`config.mk`:
```
export PLATFORM = sky130hd
export DESIGN_NAME = online_mult_seq
export DESIGN_NICKNAME = d
export VERILOG_FILES = /design/src/rtl/online_mult_seq.sv
export SDC_FILE = /design/constraint.sdc
export NUM_CORES = 1
export LEC_CHECK = 0
export ABC_AREA = 0
export BUFFER_PORTS_ARGS = -buffer_cell sky130_fd_sc_hd__buf_2
export CORE_MARGIN = 5
export CORE_UTILIZATION = 41
export CTS_BUF_LIST = sky130_fd_sc_hd__clkbuf_2
export CTS_CLUSTER_DIAMETER = 100
export DETAILED_ROUTE_END_ITERATION = 6
export SLEW_MARGIN = 20
export SYNTH_ARGS = -nofsm -noshare
export SYNTH_HDL_FRONTEND = slang
export SYNTH_SLANG_ARGS = --single-unit
```
`constraint.sdc`:
```
create_clock -name clk -period 2.1 [get_ports clk]
set_clock_uncertainty 0.05 [all_clocks]
set_input_delay 0.105 -clock clk [delete_from_list [all_inputs] [get_ports clk]]
set_output_delay 0.105 -clock clk [all_outputs]
set_load 0.005 [all_outputs]
```
`src/rtl/online_mult_seq.sv`:
```
// Sequencer for a radix-2 signed-digit online multiplier: streams two parallel
// operands MSD-first, flushes the online delay and gathers the product digits.
module online_mult_seq #(
    parameter int N     = 8,
    parameter int DELTA = 3
) (
    input  logic         clk,
    input  logic         rst_n,
    input  logic         start,
    input  logic         abort,
    input  logic [N-1:0] x_plus,
    input  logic [N-1:0] x_minus,
    input  logic [N-1:0] y_plus,
    input  logic [N-1:0] y_minus,
    output logic         busy,
    output logic         done,
    output logic [N-1:0] z_plus,
    output logic [N-1:0] z_minus,
    output logic         mult_en,
    output logic         mult_clr,
    output logic [1:0]   mult_x,
    output logic [1:0]   mult_y,
    input  logic [1:0]   mult_z
);

    localparam int KW = $clog2(N + DELTA);
    localparam logic [KW-1:0] K_DELTA = KW'(DELTA);
    localparam logic [KW-1:0] K_LAST  = KW'(N + DELTA - 1);
    localparam logic [N-1:0]  Z_MSB   = {1'b1, {(N-1){1'b0}}};

    typedef enum logic [1:0] {
        S_IDLE,
        S_CLR,
        S_RUN,
        S_DONE
    } state_t;

    state_t        state_q, state_d;
    logic [KW-1:0] k_q, k_d;
    logic [N-1:0]  xp_q, xp_d, xm_q, xm_d;
    logic [N-1:0]  yp_q, yp_d, ym_q, ym_d;
    logic [N-1:0]  zp_q, zp_d, zm_q, zm_d;
    logic [1:0]    zdig;
    logic [N-1:0]  zmask;

    // The redundant encoding 11 carries no value; fold it to zero.
    function automatic logic [1:0] sd_clean(input logic [1:0] d);
        return (d == 2'b11) ? 2'b00 : d;
    endfunction

    always_comb begin
        state_d = state_q;
        k_d     = k_q;
        xp_d    = xp_q;
        xm_d    = xm_q;
        yp_d    = yp_q;
        ym_d    = ym_q;
        zp_d    = zp_q;
        zm_d    = zm_q;
        zdig    = sd_clean(mult_z);
        zmask   = Z_MSB >> (k_q - K_DELTA);

        case (state_q)
            S_IDLE: begin
                if (start) begin
                    xp_d    = x_plus & ~x_minus;
                    xm_d    = x_minus & ~x_plus;
                    yp_d    = y_plus & ~y_minus;
                    ym_d    = y_minus & ~y_plus;
                    state_d = S_CLR;
                end
            end
            S_CLR: begin
                k_d     = '0;
                zp_d    = '0;
                zm_d    = '0;
                state_d = abort ? S_IDLE : S_RUN;
            end
            S_RUN: begin
                // Operands shift out MSD-first; zeros fill in to flush the delay.
                xp_d = {xp_q[N-2:0], 1'b0};
                xm_d = {xm_q[N-2:0], 1'b0};
                yp_d = {yp_q[N-2:0], 1'b0};
                ym_d = {ym_q[N-2:0], 1'b0};
                if (k_q >= K_DELTA) begin
                    zp_d = (zp_q & ~zmask) | (zmask & {N{zdig[1]}});
                    zm_d = (zm_q & ~zmask) | (zmask & {N{zdig[0]}});
                end
                if (abort) begin
                    state_d = S_IDLE;
                end else if (k_q == K_LAST) begin
                    state_d = S_DONE;
                end else begin
                    k_d = k_q + KW'(1);
                end
            end
            S_DONE: begin
                state_d = S_IDLE;
            end
            default: begin
                state_d = S_IDLE;
            end
        endcase
    end

    always_ff @(posedge clk or negedge rst_n) begin
        if (!rst_n) begin
            state_q <= S_IDLE;
            k_q     <= '0;
            xp_q    <= '0;
            xm_q    <= '0;
            yp_q    <= '0;
            ym_q    <= '0;
            zp_q    <= '0;
            zm_q    <= '0;
        end else begin
            state_q <= state_d;
            k_q     <= k_d;
            xp_q    <= xp_d;
            xm_q    <= xm_d;
            yp_q    <= yp_d;
            ym_q    <= ym_d;
            zp_q    <= zp_d;
            zm_q    <= zm_d;
        end
    end

    assign busy     = (state_q == S_CLR) || (state_q == S_RUN);
    assign done     = (state_q == S_DONE);
    assign mult_en  = (state_q == S_RUN);
    assign mult_clr = (state_q == S_CLR);
    assign mult_x   = (state_q == S_RUN) ? {xp_q[N-1], xm_q[N-1]} : 2'b00;
    assign mult_y   = (state_q == S_RUN) ? {yp_q[N-1], ym_q[N-1]} : 2'b00;
    assign z_plus   = zp_q;
    assign z_minus  = zm_q;

endmodule
```
; After elaboration in Yosys (flattened, before gate mapping)
; Index checks and enable logic that the tools add are counted.
[op_classes]
n_reduce_logical = 8
n_bitwise = 15
n_eq_ne = 10
n_lt_le_gt_ge = 1
n_mux = 23
n_shift = 1
n_addsub = 2
[op_table]
columns = operator, count
row1 = $pmux W8 S2, 6
row2 = $and A8 B8 Y8, 8
row3 = $mux W8, 6
row4 = $not A8 Y8, 5
row5 = $or A8 B8 Y8, 2
row6 = $mux W2, 7
row7 = $mux W4, 2
row8 = $pmux W2 S4, 1
row9 = $pmux W4 S2, 1
row10 = $shr A8 B4 Y8 const A, 1
row11 = $eq A2 B2 Y1 const B, 3
row12 = $ne A2 B2 Y1 const B, 3
row13 = $reduce_and A2 Y1, 3
row14 = $add A4 B1 Y4 const B, 1
row15 = $eq A4 B4 Y1 const B, 1
row16 = $ge A4 B2 Y1 const B, 1
row17 = $reduce_bool A2 Y1, 2
row18 = $sub A4 B2 Y4 const B, 1
row19 = $ne A3 B2 Y1 const B, 1
row20 = $reduce_and A3 Y1, 1
row21 = $eq A2 B1 Y1 const B, 1
row22 = $logic_not A2 Y1, 1
row23 = $ne A2 B1 Y1 const B, 1
row24 = $logic_or A1 B1 Y1, 1
[word_totals]
word_cells = 68
inputBits = 38
ff_bits = 54

; Longest topological paths before layout
; Gate-level depths: netlist (run 1).
[logic_depth]
ltp_word = 7
depth_mapped = 7

; Worst setup path after synthesis (run 1)
; OpenSTA, ideal clock, no wires.
[synth_timing]
kind = register to register
start = register state_q[0]
end = register xm_q[7]
path_slack_ps = 341
arrival_ps = 1575
path_stages_with_launch = 7
path_buffers = 2
path_cell_list = dfrtp_1 inv_1 ha_1 buf_2 mux2i_1 clkbuf_1 o21ai_0
[synth_via]
elab_chain_len = 3
word_cells_on_any_way = 6
[synth_rtl]
columns = item, line
row1 = "start, declared", 38  ; state_t state_q, state_d;
row2 = "start signal, assigned", 117  ; state_q <= state_d;
row3 = $eq A2 B2 Y1 *, --
row4 = via mult_en, 19  ; output logic mult_en,
row5 = $reduce_bool A2 Y1 (no line), --
row6 = $reduce_and A2 Y1 (no line), --
row7 = "end signal, assigned", 120  ; xm_q <= xm_d;
row8 = "end, declared", 40  ; logic [N-1:0] xp_q, xp_d, xm_q, xm_d;
; Mark *: on every way through the listed nets, which the timed path passes. The rest lies on a longest branch.
; A chain may end at the register's enable or synchronous reset.

; Worst setup path in the final report (run 1)
[layout_timing]
start = register state_q[0]
end = output mult_y[1]
[layout_via]
elab_chain_len = 2
[layout_rtl]
columns = item, line
row1 = $eq A2 B2 Y1, 133  ; assign mult_y = (state_q == S_RUN) ? {yp_q[N-1], ym_q[N-1]} : 2'b00;
row2 = $mux W2, 133
row3 = "end, declared", 22  ; output logic [1:0] mult_y,
; No other way between the ends.

==> results of run 1 <==
through the flow:
stage               instances  cell area, µm²
floorplan                 301            2740
global placement          430            3170
detailed placement        430            3170
CTS                       474            3620
global route              475            3640
finish                    475            3640
flip-flops by register name (all words and copies together) (netlist names):
| register | count |
|---|---|
| k_q | 4 |
| state_q | 2 |
| xm_q | 8 |
| xp_q | 8 |
| ym_q | 8 |
| yp_q | 8 |
| z_minus | 8 |
| z_plus | 8 |
final timing paths:
check | from | to | slack [ns] | depth (start not counted)
hold reg to reg | ym_q[7] | ym_q[7] | 0.46 | 2
hold / removal | rst_n | z_plus[4] | 0.09 | 2
max in group asynchronous | rst_n | ym_q[5] | 1.33 | 3
min in group clk | x_minus[0] | xp_q[0] | 0.33 | 3
setup / recovery | state_q[0] | mult_y[1] | 0.18 | 5
setup reg to reg | k_q[0] | z_minus[5] | 0.22 | 5
cell usage in the layout, fill, tap and decap left out, types with 2 or more instances in the layout:
cell,count
ha_1,10
buf_12,2
buf_4,5
nor3_1,4
dlygate4sd3_1,37
o22ai_1,9
mux2i_1,10
a22oi_1,14
o21ai_0,34
buf_2,61
nand2b_1,4
inv_1,8
nor2b_1,3
dfrtp_1,54
o41ai_1,2
a21oi_1,16
nand3_1,4
nand2_1,59
and2_1,4
nor3b_1,14
clkbuf_2,5
nor2_1,25
repair_timing:
| item | in CTS | in global routing |
|---|---|---|
| pin swaps | 0 | 0 |
| gates cloned | 1 | 0 |
| hold buffers | 36 | 1 |
| endpoints found under the hold margin | 96 | 1 |
| setup endpoints to repair | 4 | 4 |
| gates resized for setup | 0 | 1 |
cells by family after synthesis:
family	synth area share, %
buffers and inverters	3.52
and+or+nand+nor	21.0
muxes	4.02
AOI/OAI and AO/OA	17.2
adders and majority gates	5.02
DFF	49.3
worst reg2reg max path, stage by stage (launching register included):
cell and delay [ns]:
dfrtp_1 0.53, ha_1 0.32, nand2_1 0.12, o211a_4 0.26, or3_4 0.41, o22ai_1 0.16
per-layer routing:
metal / track usage, % / share of wire, % / up-vias / wire, µm
met5: 0 / 0 / - / 0
met4: 3.96 / 0.90 / 0 / 57
met3: 3.68 / 4.4 / 5 / 278
met2: 27.9 / 49 / 45 / 3080
met1: 20.3 / 46 / 1085 / 2930
li1: - / - / 1231 / -
report_power, final:
group	total [mW]	internal, mW	switching (mW)
sequential	1.43	1.28	0.146
clock	0.509	0.191	0.317
combinational	1.18	0.503	0.679
total	3.12	1.98	1.14
area by class of cell:
type                       count  area [µm²]
timing repair buffer         106         786
tap                           77        96.3
multi-input combinational    223        1320
sequential                    54        1350
clock buffer                   5        25.0
clock inverter                 2        33.8
fill                         593        2780
inverter                       8        30.0
==> out/results.tsv, run 1 <==
stage	metric	value	unit
synth	Primary FF master, synth	dfrtp_1	
hold_path	Hold WC Path Type	in2async	
power_and_ir_drop	overall power consumption	3.12	mW
routing	number of vias after detailed routing	2366	
routing	Vias/cell	4.98	
timing	worst-case hold slack	0.0864	ns
global_routing	maximum number of pins on one net before global-route repair	34	
routing	first-pass detailed-route iteration total	5	
synth	library cell with the largest summed area after synthesis	dfrtp_1	
layout	diode insertion count for antenna repair	0	
die	starting density of the core	42.7	%
clocking	clock slew at the register clock pins of the worst setup and hold paths	0.28	ns
timing	final cycle utilization of the critical path	91.3	%
clocking	Bufs on Longest Clock Path	2	
synth	share of synthesized area occupied by flip-flops and latches	49.3	%
synth	share of synthesized registers carrying an async set or reset	100	%
die	Die Outline Area	0.00842	mm²
synth	commonest cells in the synthesized netlist	nand2_1, dfrtp_1, o21ai_0	
critical_path	critical path class	reg2out	
clocking	# clock sinks	54	
timing	maximum operating frequency	522	MHz
global_routing	via count of the first global-routing pass	2403	
die	Horiz. Die Dim	91.8	µm
synth	synthesized flop and latch total	54	
timing	Pins Over Slew Limit	0	
synth	most used standard cell by instance count after synthesis	nand2_1	
critical_path	ordered list of cells on the worst path	inv_1 > ha_4 > buf_12 > and2_1 > buf_2	
synth	top cells by area, synth	dfrtp_1, nand2_1, o21ai_0, ha_1, mux2i_1	
synth	number of distinct library cell variants in the gate-level netlist after synthesis	28	
clocking	buffer type at the clock tree root	clkbuf_2	
die	number of primary I/O pins	62	
timing	actual transition at the worst max-transition pin	0.549	ns
global_routing	initial antenna violation count	0	
critical_path	buffer and inverter count on the worst path	3	
layout	share of the core filled with cells	56.7	%
clocking	setup bufs post-CTS	0	
power_and_ir_drop	worst ir drop on vdd	0.442	mV
outcome	result of the run	finished clean	
global_routing	first-pass GRT wire length	11.2	mm
critical_path	critical path endpoint category	output port	
placed_design	number of buffers added on ports	61	
global_routing	remaining global-route overflow	0	
die	num rows	29	
routing	remaining antenna violation count after routing	0	
routing	total length of routed wires	6.34	mm
synth	count of flip-flops with a built-in enable after synthesis	0	
placed_design	Placer Congestion	0.793	
layout	share of post-route cells with drive strength above 1	20.4	%
layout	number of nets at the end of the flow	447	
timing	setup total negative slack	0	ns
placed_design	worst setup slack before clock tree synthesis	0.267	ns
synth	Synth Area per Inst	9.10	µm²
power_and_ir_drop	P_leak	1.70	nW
global_routing	combined global-route utilization of all metal layers	16.1	%
power_and_ir_drop	power density over cell area	858	mW/mm²
timing	relative slew slack	63.4	%
synth	Net Count, Synth	350	
synth	number of standard cells after synthesis	301	
critical_path	kind of launch point of the worst setup path	flop	
placed_design	detailed-placement wirelength estimate	4.31	mm
critical_path	Worst Path Required	1.95	ns
die	DIE HEIGHT	91.8	µm
routing	Detailed Route Iter0 Violations	61	
timing	Final setup violation count	0	
timing	unrepaired setup endpoints after global routing	no	
die	core region area	0.00642	mm²
critical_path	library cell contributing the largest single delay on the critical path	dfrtp_1	
routing	average wire per standard cell	13.3	µm
timing	number of endpoints with negative hold slack in the final report	0	
run	Maximum Capacitance Violations	0	
timing	shortest clock period the worst path allows after layout	1.92	ns
critical_path	CP peak stage delay	0.47	ns
synth	Yosys top cell area share	49.3	%
critical_path	maximum fanout encountered on the critical timing path	33	
critical_path	Arrival @ worst endpoint	1.76	ns
clocking	clock latency of the later-clocked register in the worst-skew pair	0.43	ns
layout	synthesis-to-layout area growth	32.8	%
critical_path	critical path's top delay family	flip-flops	
clocking	TritonCTS clock tree	built	
synth	number of warnings issued by yosys	0	
routing	number of DRC violations after detailed routing	0	
clocking	total clock buffers created by CTS	5	
timing	worst-case setup margin in the final layout	0.184	ns
clocking	H-Tree Level Count	2	
synth	Netlist Area Pre-Place	0.00274	mm²
(Power assumes the default switching activity.)
==> inputs of run 2 (changes only) <==
- BUFFER_PORTS_ARGS: -buffer_cell sky130_fd_sc_hd__buf_2 -> -buffer_cell sky130_fd_sc_hd__clkbuf_2
- GPL_TIMING_DRIVEN: default -> 0
==> run 2 against run 1 <==
Compared with the run above:
- die area did not move
- routed wire length is 11% higher
- register-to-register slack worse by 0.12 ns
- critical path type is now reg2reg
==> out/results.tsv, run 2 (synthesized netlist as in run 1, its figures left out) <==
stage	metric	value	unit
clocking	clock slew at the register clock pins of the worst setup and hold paths	0.25	ns
critical_path	critical path class	reg2reg	
clocking	H-Tree Level Count	2	
routing	total length of routed wires	7.06	mm
clocking	clock latency of the later-clocked register in the worst-skew pair	0.44	ns
power_and_ir_drop	worst ir drop on vdd	0.403	mV
placed_design	dpl cell area	0.00317	mm²
die	number of primary I/O pins	62	
clocking	total clock buffers created by CTS	5	
timing	shortest clock period the worst path allows after layout	2.00	ns
routing	number of DRC violations after detailed routing	0	
timing	actual transition at the worst max-transition pin	0.586	ns
die	DIE HEIGHT	91.8	µm
die	Horiz. Die Dim	91.8	µm
critical_path	critical path endpoint category	flop	
outcome	result of the run	finished clean	
layout	area of all placed cells without fillers	0.00366	mm²
die	Die Outline Area	0.00842	mm²
critical_path	Worst Path Required	2.43	ns
global_routing	maximum number of pins on one net before global-route repair	46	
global_routing	remaining global-route overflow	0	
timing	maximum operating frequency	500	MHz
layout	synthesis-to-layout area growth	33.5	%
routing	remaining antenna violation count after routing	0	
timing	Final setup violation count	0	
critical_path	ordered list of cells on the worst path	inv_2 > ha_1 > buf_6 > buf_8 > nor3b_1 > dlygate4sd3_1 > a21oi_1 > o21ai_1	
timing	Pins Over Slew Limit	0	
routing	Vias/cell	5.16	
layout	share of post-route cells with drive strength above 1	20.0	%
critical_path	Arrival @ worst endpoint	2.33	ns
timing	worst-case hold slack	0.0516	ns
die	num rows	29	
global_routing	initial antenna violation count	0	
placed_design	detailed-placement wirelength estimate	5.00	mm
critical_path	library cell contributing the largest single delay on the critical path	dlygate4sd3_1	
timing	number of endpoints with negative hold slack in the final report	0	
power_and_ir_drop	power density over cell area	872	mW/mm²
global_routing	combined global-route utilization of all metal layers	17.8	%
layout	diode insertion count for antenna repair	0	
die	starting density of the core	42.7	%
routing	average wire per standard cell	14.5	µm
run	Maximum Capacitance Violations	0	
clocking	Bufs on Longest Clock Path	2	
layout	number of nets at the end of the flow	458	
layout	highest-count cells in the layout ignoring fill and taps	clkbuf_2, nand2_1, dfrtp_1	
placed_design	number of buffers added on ports	61	
power_and_ir_drop	P_leak	1.70	nW
global_routing	via count of the first global-routing pass	2546	
critical_path	maximum fanout encountered on the critical timing path	10	
placed_design	Placer Congestion	0.790	
hold_path	Hold WC Path Type	in2reg	
timing	worst-case setup margin in the final layout	0.0986	ns
routing	Detailed Route Iter0 Violations	134	
timing	relative slew slack	60.9	%
critical_path	critical path's top delay family	buffers and inverters	
die	core region area	0.00642	mm²
layout	most common library cell in the layout ignoring fill and taps	clkbuf_2	
clocking	# clock sinks	54	
global_routing	first-pass GRT wire length	12.3	mm
timing	final cycle utilization of the critical path	95.3	%
critical_path	kind of launch point of the worst setup path	flop	
routing	first-pass detailed-route iteration total	4	
critical_path	buffer and inverter count on the worst path	4	
critical_path	CP peak stage delay	0.56	ns
routing	number of vias after detailed routing	2509	
placed_design	worst setup slack before clock tree synthesis	-0.146	ns
clocking	buffer type at the clock tree root	clkbuf_2	
clocking	TritonCTS clock tree	built	
==> run 2: repair_timing <==
item	in CTS	in global routing
setup buffers	1	0
gates resized for setup	7	8
hold buffers	37	1
endpoints found under the setup margin	36	34
endpoints found under the hold margin	93	1
==> run 2: path summary, 6_finish.rpt <==
kind,cells past startpoint,start,slack (ns),endpoint
worst max-delay path,8,state_q[0],0.1,xp_q[2]
worst min-delay path,3,start,0.05,yp_q[0]
worst max register to register,8,state_q[0],0.1,xp_q[2]
worst min register to register,2,ym_q[7],0.46,ym_q[7]
max in group asynchronous,3,rst_n,1.01,ym_q[1]
min in group asynchronous,3,rst_n,0.09,z_plus[6]
==> run 2: metrics by stage <==
stage	total power [mW]	utilization [%]	cells	setup TNS (ns)
floorplan	2.17	-	301	0
global placement	2.56	48.9	439	-2.02
detailed placement	2.58	49.4	440	-2.93
CTS	3.18	56.5	485	0
global route	3.48	57.0	486	-0.0431
finish	3.19	57.0	486	0
==> run 2: report_power, final <==
group          internal [mW]  total, mW  switching, mW
logic                  0.487       1.25          0.768
registers               1.28       1.43          0.149
clock network          0.191      0.503          0.311
total                   1.96       3.19           1.23
==> run 2: layout make-up <==
class,count,area (µm²)
Fill cell,607,2760
Sequential cell,54,1350
Multi-Input combinational cell,223,1310
Timing Repair Buffer,101,723
Tap cell,77,96.3
Buffer,16,93.8
Clock inverter,2,33.8
Inverter,8,30.0
Clock buffer,5,25.0
==> run 2: routing by layer <==
metal / GRT usage [%] / routed length [µm] / up-vias
met5: 0 / 0 / -
met4: 4.83 / 107 / 0
met3: 4.01 / 337 / 10
met2: 29.4 / 3350 / 57
met1: 23.8 / 3260 / 1182
li1: - / - / 1260
==> run 2: worst reg2reg max path: stages (launching register included) <==
cell	delay [ns]
dfrtp_1	0.43
inv_2	0.06
ha_1	0.21
buf_6	0.15
buf_8	0.14
nor3b_1	0.18
dlygate4sd3_1	0.56
a21oi_1	0.04
o21ai_1	0.14
